`src/rtl/alu_seq.sv`:
```
// Multi-cycle 8-bit execution unit feeding the register file write port.
// Optional multiplier (MULL/MULH) is built only when ALU_MUL_EN is defined.
module alu_seq (
  input  logic       Clk,
  input  logic       Reset,
  input  logic       Start,
  input  logic [2:0] Op,
  input  logic [7:0] InA,
  input  logic [7:0] InB,
  output logic       Busy,
  output logic       Done,
  output logic       Wen,
  output logic [7:0] Result,
  output logic       Flag
);

  localparam logic [2:0] OP_ADD  = 3'd0;
  localparam logic [2:0] OP_SUB  = 3'd1;
  localparam logic [2:0] OP_AND  = 3'd2;
  localparam logic [2:0] OP_XOR  = 3'd3;
  localparam logic [2:0] OP_SHL  = 3'd4;
  localparam logic [2:0] OP_SHR  = 3'd5;
  localparam logic [2:0] OP_MULL = 3'd6;
  localparam logic [2:0] OP_MULH = 3'd7;

  typedef enum logic [1:0] {IDLE, RUN, DONE} state_t;

  state_t     state, nxt;
  logic [2:0] op_q;
  logic [7:0] a_q;   // operand A; also the shift working value
  logic [7:0] b_q;   // operand B; also the multiplier shifted right per step
  logic [2:0] cnt;
  logic       sbit;  // last bit shifted out
  logic       fin;
  logic [7:0] res_n;
  logic       flg_n;

`ifdef ALU_MUL_EN
  logic [15:0] acc;
  logic [15:0] mul_nxt;
  logic [8:0]  msum;
`endif

  always_ff @(posedge Clk or posedge Reset) begin
    if (Reset) state <= IDLE;
    else       state <= nxt;
  end

  always_comb begin
    nxt   = state;
    fin   = 1'b0;
    res_n = 8'h00;
    flg_n = 1'b0;
`ifdef ALU_MUL_EN
    // right-shifting shift-add: upper half accumulates, low bits shift in
    msum    = {1'b0, acc[15:8]} + (b_q[0] ? {1'b0, a_q} : 9'd0);
    mul_nxt = {msum, acc[7:1]};
`endif
    case (state)
      IDLE: if (Start) nxt = RUN;
      RUN: begin
        case (op_q)
          OP_ADD: begin
            fin = 1'b1;
            {flg_n, res_n} = {1'b0, a_q} + {1'b0, b_q};
          end
          OP_SUB: begin
            fin   = 1'b1;
            res_n = a_q - b_q;
            flg_n = (a_q < b_q);
          end
          OP_AND: begin
            fin   = 1'b1;
            res_n = a_q & b_q;
          end
          OP_XOR: begin
            fin   = 1'b1;
            res_n = a_q ^ b_q;
          end
          OP_SHL, OP_SHR: begin
            fin   = (cnt == 3'd0);
            res_n = a_q;
            flg_n = sbit;
          end
          OP_MULL, OP_MULH: begin
`ifdef ALU_MUL_EN
            fin   = (cnt == 3'd0);
            res_n = (op_q == OP_MULL) ? mul_nxt[7:0] : mul_nxt[15:8];
            flg_n = (op_q == OP_MULL) && (mul_nxt[15:8] != 8'h00);
`else
            fin   = 1'b1;
            res_n = 8'h00;
            flg_n = 1'b1;
`endif
          end
          default: ;
        endcase
        if (fin) nxt = DONE;
      end
      DONE:    nxt = IDLE;
      default: nxt = IDLE;
    endcase
  end

  always_ff @(posedge Clk or posedge Reset) begin
    if (Reset) begin
      op_q   <= 3'd0;
      a_q    <= 8'h00;
      b_q    <= 8'h00;
      cnt    <= 3'd0;
      sbit   <= 1'b0;
      Result <= 8'h00;
      Flag   <= 1'b0;
`ifdef ALU_MUL_EN
      acc    <= 16'h0000;
`endif
    end else begin
      case (state)
        IDLE: if (Start) begin
          op_q <= Op;
          a_q  <= InA;
          b_q  <= InB;
          sbit <= 1'b0;
          cnt  <= (Op[2:1] == 2'b11) ? 3'd7 : InB[2:0];
`ifdef ALU_MUL_EN
          acc  <= 16'h0000;
`endif
        end
        RUN: begin
          if (fin) begin
            Result <= res_n;
            Flag   <= flg_n;
          end else begin
            cnt <= cnt - 3'd1;
            case (op_q)
              OP_SHL: {sbit, a_q} <= {a_q, 1'b0};
              OP_SHR: {a_q, sbit} <= {1'b0, a_q};
`ifdef ALU_MUL_EN
              OP_MULL, OP_MULH: begin
                acc <= mul_nxt;
                b_q <= {1'b0, b_q[7:1]};
              end
`endif
              default: ;
            endcase
          end
        end
        default: ;
      endcase
    end
  end

  always_comb begin
    Busy = (state != IDLE);
    Done = (state == DONE);
    Wen  = (state == DONE);
  end

endmodule

```
`config.mk`:
```
export PLATFORM = sky130hd
export DESIGN_NAME = alu_seq
export DESIGN_NICKNAME = d
export VERILOG_FILES = /design/src/rtl/alu_seq.sv
export SDC_FILE = /design/constraint.sdc
export NUM_CORES = 1
export LEC_CHECK = 0
export BUFFER_PORTS_ARGS = -buffer_cell sky130_fd_sc_hd__buf_2
export CAP_MARGIN = 0
export CORE_MARGIN = 2
export CORE_UTILIZATION = 51
export CTS_CLUSTER_SIZE = 40
export DETAILED_ROUTE_END_ITERATION = 10
export PLACE_DENSITY = 0.7
export SLEW_MARGIN = 10
export SYNTH_ARGS = -nofsm -noshare
export SYNTH_HDL_FRONTEND = slang
export SYNTH_SLANG_ARGS = --single-unit
```
`constraint.sdc`:
```
create_clock -name Clk -period 3.3 [get_ports Clk]
set_input_delay 0.66 -clock Clk [delete_from_list [all_inputs] [get_ports Clk]]
set_output_delay 0.66 -clock Clk [all_outputs]
set_load 0.01 [all_outputs]
```
==> flow_summary.json, run 1 <==
{
  "crit_type": "flop to flop",
  "seqPwrFrac": 0.256,
  "clock_sinks": 34,
  "fill_cells": 516,
  "totalWireLength_um": 6570,
  "grt_max_degree": 27,
  "final_area_um2": 2890,
  "tightest_slew_ns": 0.798,
  "regArea_um2": 851,
  "outcome": "finished clean",
  "gr-total-overflow": 0,
  "clk_latency_ns": 0.29,
  "finalHoldViolations": 0,
  "cp-end-kind": "flop",
  "clock_skew_ns": 0.00708,
  "route.detailed.drc": 0,
  "timing.reg2reg.setup_slack_ns": 0.97,
  "netlist_area_um2": 2610,
  "htree_num_levels": 2,
  "cts_resized": 0,
  "routabilityCongestion": 0.882,
  "num_io_pins": 34,
  "wire_per_inst_um": 15.8,
  "required_ns": 3.46,
  "leakage_uw": 0.00134,
  "yosys_warnings": 0,
  "mostFrequentLayoutCell": "nand2_1",
  "die_h_um": 75.6,
  "ys_ff_latch": 34,
  "post_drt_via_cell_ratio": 5.71,
  "dr.pass1.iters": 4,
  "cts_max_path_buffers": 2,
  "fmax_ghz": 0.429,
  "hold-worst-slack_ns": 0.477,
  "p_sw_uw": 1700,
  "final-max-slew-violation-count": 0,
  "design.core.area_um2": 5010,
  "ir_drop_v": 0.000440,
  "period_needed_ns": 2.33,
  "layout_common_cells": "nand2_1, dfrtp_1, buf_2",
  "synth.net_count": 363,
  "grt_pass1_vias": 2241,
  "ys_types": 62,
  "start_util": 0.521,
  "grt_pass1_wl_um": 10700,
  "powerDensity_nw_per_um2": 1170,
  "clkSlewWorstSetupHoldPaths_ns": 0.08,
  "startpoint_type": "flop",
  "track_usage": 0.251,
  "r2r_start": "a_q[0]",
  "die_x_um": 75.6,
  "slew_headroom": 0.468,
  "syn_to_final_growth_pct": 10.7,
  "synth_edf_count": 0,
  "internal-power_uw": 1690,
  "ys.flop_type": "dfrtp_1",
  "async_reset_ff_frac": 1.00,
  "syn_inst": 321,
  "drive_gt1_frac": 0.150,
  "final_core_util": 0.577,
  "cts_hold_buf": 0,
  "ctsRootBufferMaster": "clkbuf_8",
  "antenna_cells": 0,
  "multi_input_area_um2": 1550,
  "rsz0062_at_grt": "false",
  "netSwitchingFraction": 0.501,
  "cts_setup_buffers": 0,
  "dp_hpwl_um": 4950,
  "setup_tns_ns": 0,
  "final_nets": 387,
  "placement.cell_area_um2": 2800,
  "num_vias": 2374,
  "cap_viol_max_count": 0,
  "setup_viol": 0,
  "avgSynthCellArea_um2": 8.14,
  "drtAntennaViolNets": 0,
  "cts_buffers": 5,
  "portBuffers": 33,
  "cts_tree": "done",
  "antenna_found_initial": 0,
  "worstPathArrival_ns": 2.49,
  "fin_crit_sh": 0.707,
  "dieArea_um2": 5710,
  "worstRegToRegCells": 8,
  "rows": 26,
  "drt_iter0_markers": 183,
  "cp_max_fo": 5,
  "pwr-share-clk": 0.098,
  "rr_endpoint": "Result[4]",
  "min_path_type": "input port to async pin",
  "combPwrFrac": 0.646,
  "seq_area_frac_synth": 0.326
}
[stage by stage]
step | power [uW] | worst slack, ns | cells
floorplan | 2540 | 1.29 | 321
global placement | 2980 | 1.07 | 408
detailed placement | 3030 | 1.00 | 408
CTS | 3380 | 0.979 | 416
global route | 3740 | 0.713 | 416
finish | 3380 | 0.967 | 416
[cells in the mapped netlist, types with 3 or more instances]
cell       n  area (um^2)
inv_2      3         11.3
mux2_1     3         33.8
nor2b_1    8         50.1
ha_1      18          225
nor3_1     9         45.0
nor3b_1    3         22.5
nand2_1   43          161
o21a_1     3         22.5
nor2_1    15         56.3
o21ai_1   14         70.1
nand3_1    9         45.0
clkbuf_1  11         41.3
nand2b_1   5         31.3
dfrtp_1   34          851
o31ai_1    3         22.5
a31oi_1    5         31.3
mux2i_1    4         40.0
o21ai_0   16         80.1
a211oi_1   4         30.0
a21oi_1   28          140
buf_2      7         35.0
inv_1     23         86.3
[routing by layer]
layer	vias to the layer above	wire, um	GRT usage
li1	1171	-	-
met1	1124	2900	0.342
met2	69	3220	0.400
met3	10	368	0.0450
met4	0	94	0.0936
met5	-	0	0
[critical path: stages, from the launching register on]
cell       delay (ns)
dfrtp_1          0.41
inv_1            0.08
ha_1             0.23
fa_1             0.43
nor2b_1          0.17
o21ai_1          0.10
and3_1           0.20
a2111oi_0        0.44
o41ai_1          0.14
[logic make-up (layout without fill, tap and decap cells)]
kind of cell,Yosys count,count (layout),synth area share
and+or+nand+nor,106,106,0.196
adders and majority gates,20,20,0.102
muxes,8,8,0.0369
DFF,34,34,0.326
buffers and inverters,49,74,0.0805
AOI/OAI and AO/OA,101,101,0.249
xor gates and xnor gates,3,3,0.0101
[sequential cells by signal, indices dropped and copies added, names as in the netlist]
register and flops:
sbit 1, state 2, a_q 8, Flag 1, b_q 8, Result 8, cnt 3, op_q 3
[area by class of cell]
class / instances / area share
Clock buffer: 7 / 0.0299
Clock inverter: 1 / 0.00173
Inverter: 28 / 0.0372
Multi-Input combinational cell: 238 / 0.537
Sequential cell: 34 / 0.294
Tap cell: 70 / 0.0303
Timing Repair Buffer: 38 / 0.0701
[power by group through the flow]
stage,sequential (uW),combinational (uW),clock (uW)
6_report,866,2190,331
5_1_grt,904,2480,355
4_1_cts,865,2180,335
3_5_place_dp,874,2160,0
3_3_place_gp,867,2120,0
2_1_floorplan,777,1760,0
[worst max path at each step]
stage | startpoint | to
after global placement | a_q[0] | Result[4]
after floorplan | a_q[0] | Result[4]
after detailed placement | a_q[0] | Result[4]
after CTS | a_q[0] | Result[4]
after global routing | a_q[0] | Result[4]
final | a_q[0] | Result[4]
(Power assumes the default switching activity.)
==> inputs of run 2 (changes only) <==
==> constraint.sdc (replaced) <==
create_clock -name Clk -period 2.4 [get_ports Clk]
set_input_delay 0.48 -clock Clk [delete_from_list [all_inputs] [get_ports Clk]]
set_output_delay 0.48 -clock Clk [all_outputs]
set_load 0.01 [all_outputs]
==> run 2 against run 1 <==
Against the previous run: die area stayed put; cell area is 2.6% higher; sequential power is 32% higher; combinational power is 45% higher; critical path depth stayed put; clock skew is 0.0029 ns lower; largest cell class unchanged; wire length is 0.61% lower; total power is 41% higher; critical endpoint unchanged; worst hold slack worse by 0.20 ns; register-to-register slack worse by 0.78 ns; fmax is 5.3% higher.
==> flow_summary.json, run 2 (synthesis gave the netlist of run 1 again) <==
{
  "wire_per_inst_um": 15.3,
  "fmax_ghz": 0.451,
  "clock_sinks": 34,
  "startpoint_type": "flop",
  "design.core.area_um2": 5010,
  "cts_buffers": 5,
  "setup_viol": 0,
  "slew_headroom": 0.687,
  "worst_path_largest_cell_delay_ns": 0.41,
  "grt_pass1_vias": 2176,
  "drt_iter0_markers": 129,
  "required_ns": 2.57,
  "clk_latency_ns": 0.29,
  "setup_tns_ns": 0,
  "final_core_util": 0.592,
  "dp_hpwl_um": 4980,
  "period_needed_ns": 2.22,
  "leakage_uw": 0.00139,
  "final_nets": 397,
  "route.detailed.drc": 0,
  "grt_max_degree": 35,
  "die_h_um": 75.6,
  "cts_hold_buf": 0,
  "antenna_cells": 0,
  "htree_num_levels": 2,
  "dieArea_um2": 5710,
  "dr.pass1.iters": 4,
  "grt_pass1_wl_um": 10700,
  "cp_top_family": "adder cells",
  "worstPathArrival_ns": 2.38,
  "crit_type": "flop to flop",
  "portBuffers": 33,
  "powerDensity_nw_per_um2": 1610,
  "final-max-slew-violation-count": 0,
  "cp_max_fo": 5,
  "worstPathCellList": "inv_1 > ha_1 > fa_1 > nor2b_1 > o21ai_1 > and3_1 > a2111oi_1 > o41ai_1",
  "layout_common_cells": "nand2_1, dfrtp_1, buf_2",
  "num_io_pins": 34,
  "gr-total-overflow": 0,
  "num_vias": 2369,
  "cp-end-kind": "flop",
  "fin_crit_sh": 0.924,
  "totalWireLength_um": 6530,
  "clkSlewWorstSetupHoldPaths_ns": 0.07,
  "tightest_slew_ns": 0.470,
  "min_path_type": "input port to async pin",
  "drtAntennaViolNets": 0,
  "cts_tree": "done",
  "fill_cells": 502,
  "drive_gt1_frac": 0.174,
  "top_regs": "Result: 8 flops, a_q: 8 flops, b_q: 8 flops",
  "rows": 26,
  "syn_to_final_growth_pct": 13.6,
  "track_usage": 0.253,
  "cap_viol_max_count": 0,
  "ir_drop_v": 0.000798,
  "post_drt_via_cell_ratio": 5.56,
  "rsz0062_at_grt": "false",
  "start_util": 0.521,
  "cts_max_path_buffers": 2,
  "critPathBufInv": 1,
  "antenna_found_initial": 0,
  "outcome": "finished clean",
  "cp_slowest_cell": "dfrtp_1",
  "routabilityCongestion": 0.871,
  "die_x_um": 75.6,
  "clock_skew_ns": 0.00416,
  "finalHoldViolations": 0,
  "mostFrequentLayoutCell": "nand2_1",
  "ctsRootBufferMaster": "clkbuf_8"
}
[run 2: report_power, final]
| part | switching, uW | total [uW] | internal [uW] |
|---|---|---|---|
| logic | 1830 | 3180 | 1350 |
| registers | 285 | 1140 | 852 |
| clock network | 224 | 455 | 232 |
[run 2: what timing repair did]
action / in CTS / in global routing
resized for setup: 0 / 1
buffers inserted: 0 / 0
endpoints found under the setup margin: 0 / 1
[run 2: metal layers]
layer | share of wire | track usage | wire [um] | up-vias
met5 | 0 | 0 | 0 | -
met4 | 0.016 | 0.0936 | 107 | 0
met3 | 0.054 | 0.0516 | 351 | 11
met2 | 0.47 | 0.399 | 3100 | 68
met1 | 0.46 | 0.344 | 2980 | 1101
li1 | - | - | - | 1189
[run 2: worst paths after layout]
path / start / endpoint / slack, ns / cells past startpoint
setup / recovery: a_q[0] / Result[4] / 0.18 / 8
hold / removal: Reset / cnt[0] / 0.27 / 3
setup reg to reg: a_q[0] / Result[4] / 0.18 / 8
hold reg to reg: Result[4] / Result[4] / 0.47 / 2
max in group asynchronous: Reset / b_q[3] / 1.80 / 3
min in group Clk: InB[7] / b_q[7] / 0.39 / 3
[run 2: layout make-up]
| class | instances | area, um^2 | area share |
|---|---|---|---|
| Clock inverter | 1 | 5.00 | 0.00169 |
| Clock buffer | 7 | 86.3 | 0.0291 |
| Timing Repair Buffer | 48 | 278 | 0.0936 |
| Inverter | 28 | 108 | 0.0363 |
| Tap cell | 70 | 87.6 | 0.0295 |
| Multi-Input combinational cell | 238 | 1550 | 0.523 |
| Sequential cell | 34 | 851 | 0.287 |
[run 2: metrics by stage]
stage / area (um^2) / instances / hold slack (ns) / setup WS [ns] / total power, uW
6_report: 2970 / 426 / 0.273 / 0.184 / 4770
4_1_cts: 2970 / 426 / 0.283 / 0.174 / 4760
3_3_place_gp: 2880 / 418 / 0.453 / 0.245 / 4260
5_1_grt: 2970 / 426 / 0.311 / 0.0111 / 5240
2_1_floorplan: 2610 / 321 / 0.450 / 0.387 / 3490
3_5_place_dp: 2880 / 418 / 0.458 / 0.205 / 4290
[run 2: tightest hold or removal path, cell delays in order]
cell   delay, ns
buf_2       0.09
inv_1       0.04
buf_4       0.39
==> inputs of run 3 (changes only) <==
--- a/config.mk
+++ b/config.mk
@@ -8,10 +8,10 @@
 export BUFFER_PORTS_ARGS = -buffer_cell sky130_fd_sc_hd__buf_2
 export CAP_MARGIN = 0
 export CORE_MARGIN = 2
-export CORE_UTILIZATION = 51
+export CORE_UTILIZATION = 54
 export CTS_CLUSTER_SIZE = 40
 export DETAILED_ROUTE_END_ITERATION = 10
-export PLACE_DENSITY = 0.7
+export PLACE_DENSITY = 0.73
 export SLEW_MARGIN = 10
 export SYNTH_ARGS = -nofsm -noshare
 export SYNTH_HDL_FRONTEND = slang
==> run 3 against run 2 <==
Against the previous run: critical endpoint unchanged; largest cell class unchanged; clock-buffer cell count fell by 1; highest routed layer unchanged; largest power group unchanged; fmax fell by 1.6%; critical path type unchanged; utilization rose by 4.2 points; final cell count fell by 3.8%.
==> flow_summary.json, run 3 (synthesis gave the netlist of run 1 again) <==
{
  "outcome": "finished clean",
  "top_regs": "Result: 8 flops, a_q: 8 flops, b_q: 8 flops",
  "worstPathArrival_ns": 2.41,
  "cts_max_path_buffers": 2,
  "fmax_ghz": 0.444,
  "clock_skew_ns": 0.00421,
  "setup_viol": 0,
  "design.core.area_um2": 4690,
  "critPathBufInv": 1,
  "dp_hpwl_um": 5040,
  "internal-power_uw": 2540,
  "cp-end-kind": "flop",
  "grt_pass1_wl_um": 11000,
  "portBuffers": 33,
  "slew_headroom": 0.545,
  "grt_pass1_vias": 2268,
  "clkSlewWorstSetupHoldPaths_ns": 0.07,
  "seqPwrFrac": 0.220,
  "cts_buffers": 5,
  "post_drt_via_cell_ratio": 5.88,
  "stdcell_count": 410,
  "cp_max_fo": 5,
  "track_usage": 0.265,
  "drtAntennaViolNets": 0,
  "worst_path_largest_cell_delay_ns": 0.42,
  "power_uw": 4910,
  "combPwrFrac": 0.668,
  "rsz0062_at_grt": "false",
  "p_sw_uw": 2360,
  "num_io_pins": 34,
  "tightest_slew_ns": 0.682,
  "startpoint_type": "flop",
  "gr-total-overflow": 0,
  "layout_common_cells": "nand2_1, dfrtp_1, buf_2",
  "rr_endpoint": "Result[4]",
  "num_vias": 2412,
  "final-max-slew-violation-count": 0,
  "pwr-share-clk": 0.112,
  "die_x_um": 73.6,
  "placement.cell_area_um2": 2860,
  "route.detailed.drc": 0,
  "crit_type": "flop to flop",
  "period_needed_ns": 2.25,
  "finalHoldViolations": 0,
  "required_ns": 2.56,
  "fill_cells": 419,
  "worstPathCellList": "inv_1 > ha_1 > fa_1 > nor2b_1 > o21ai_1 > and3_1 > a2111oi_0 > o41ai_1",
  "drt_iter0_markers": 224,
  "r2r_start": "a_q[0]",
  "cp_top_family": "adder cells",
  "drive_gt1_frac": 0.177,
  "cap_viol_max_count": 0,
  "antenna_cells": 0,
  "rows": 25,
  "leakage_uw": 0.00141,
  "powerDensity_nw_per_um2": 1650,
  "clock_sinks": 34,
  "cts_setup_buffers": 0,
  "cp_slowest_cell": "fa_1",
  "fin_crit_sh": 0.938,
  "antenna_found_initial": 0,
  "clk_latency_ns": 0.29,
  "final_nets": 398,
  "totalWireLength_um": 6650,
  "final_area_um2": 2980,
  "routabilityCongestion": 0.880,
  "cts_hold_buf": 0,
  "cts_resized": 0,
  "htree_num_levels": 2,
  "syn_to_final_growth_pct": 13.9,
  "dieArea_um2": 5410,
  "min_path_type": "input port to async pin",
  "die_h_um": 73.6,
  "grt_max_degree": 35,
  "worstRegToRegCells": 8,
  "dr.pass1.iters": 4,
  "start_util": 0.557,
  "post-place-cells": 403,
  "timing.reg2reg.setup_slack_ns": 0.15,
  "cts_tree": "done",
  "netSwitchingFraction": 0.482,
  "ir_drop_v": 0.000873,
  "mostFrequentLayoutCell": "nand2_1",
  "wire_per_inst_um": 16.2,
  "setup_tns_ns": 0,
  "ctsRootBufferMaster": "clkbuf_8"
}
==> run 3: metal layers <==
metal  track usage  up-vias  wire, um  part of all wire
met1         0.372     1130      3140              0.47
met2         0.412       71      3040              0.46
met5             0        -         0                 0
li1              -     1196         -                 -
met3        0.0398       15       311             0.047
met4         0.101        0       157             0.024
==> run 3: worst max-delay path by stage <==
stage | cells past startpoint | start | slack, ns | to
2_1_floorplan | 8 | a_q[0] | 0.39 | Result[4]
3_3_place_gp | 6 | a_q[2] | 0.23 | Result[3]
3_5_place_dp | 8 | a_q[0] | 0.20 | Result[4]
4_1_cts | 8 | a_q[0] | 0.16 | Result[4]
5_1_grt | 8 | a_q[0] | 0.02 | Result[4]
6_report | 8 | a_q[0] | 0.15 | Result[4]
==> run 3: worst reg2reg max path: cells and delay by family, from the launching register on <==
family	cells	cell delay (ns)
adders and majority gates	2	0.64
DFF	1	0.41
buffers and inverters	1	0.09
and+or+nand+nor	2	0.38
AOI/OAI and AO/OA	3	0.61
==> run 3: per-stage QoR <==
| step | setup slack, ns | utilization | hold slack (ns) |
|---|---|---|---|
| 2_1_floorplan | 0.387 | - | 0.450 |
| 3_3_place_gp | 0.234 | 0.610 | 0.458 |
| 3_5_place_dp | 0.205 | 0.610 | 0.468 |
| 4_1_cts | 0.161 | 0.634 | 0.302 |
| 5_1_grt | 0.0181 | 0.634 | 0.354 |
| 6_report | 0.148 | 0.634 | 0.278 |
==> run 3: area by class of cell <==
class                   count  area (um^2)  area share
clock buffers               6         82.6      0.0278
clock inverters             1         30.0      0.0101
inverters                  28          108      0.0362
multi-input cells         238         1550       0.521
flip-flops and latches     34          851       0.286
well taps                  54         67.6      0.0227
repair buffers             49          285      0.0959
==> run 3: power groups by stage <==
stage          Clock, uW  Sequential [uW]  Combinational (uW)
6_report             547             1080                3280
5_1_grt              578             1120                3640
4_1_cts              556             1080                3250
3_5_place_dp           0             1090                3240
3_3_place_gp           0             1090                3210
2_1_floorplan          0             1070                2420
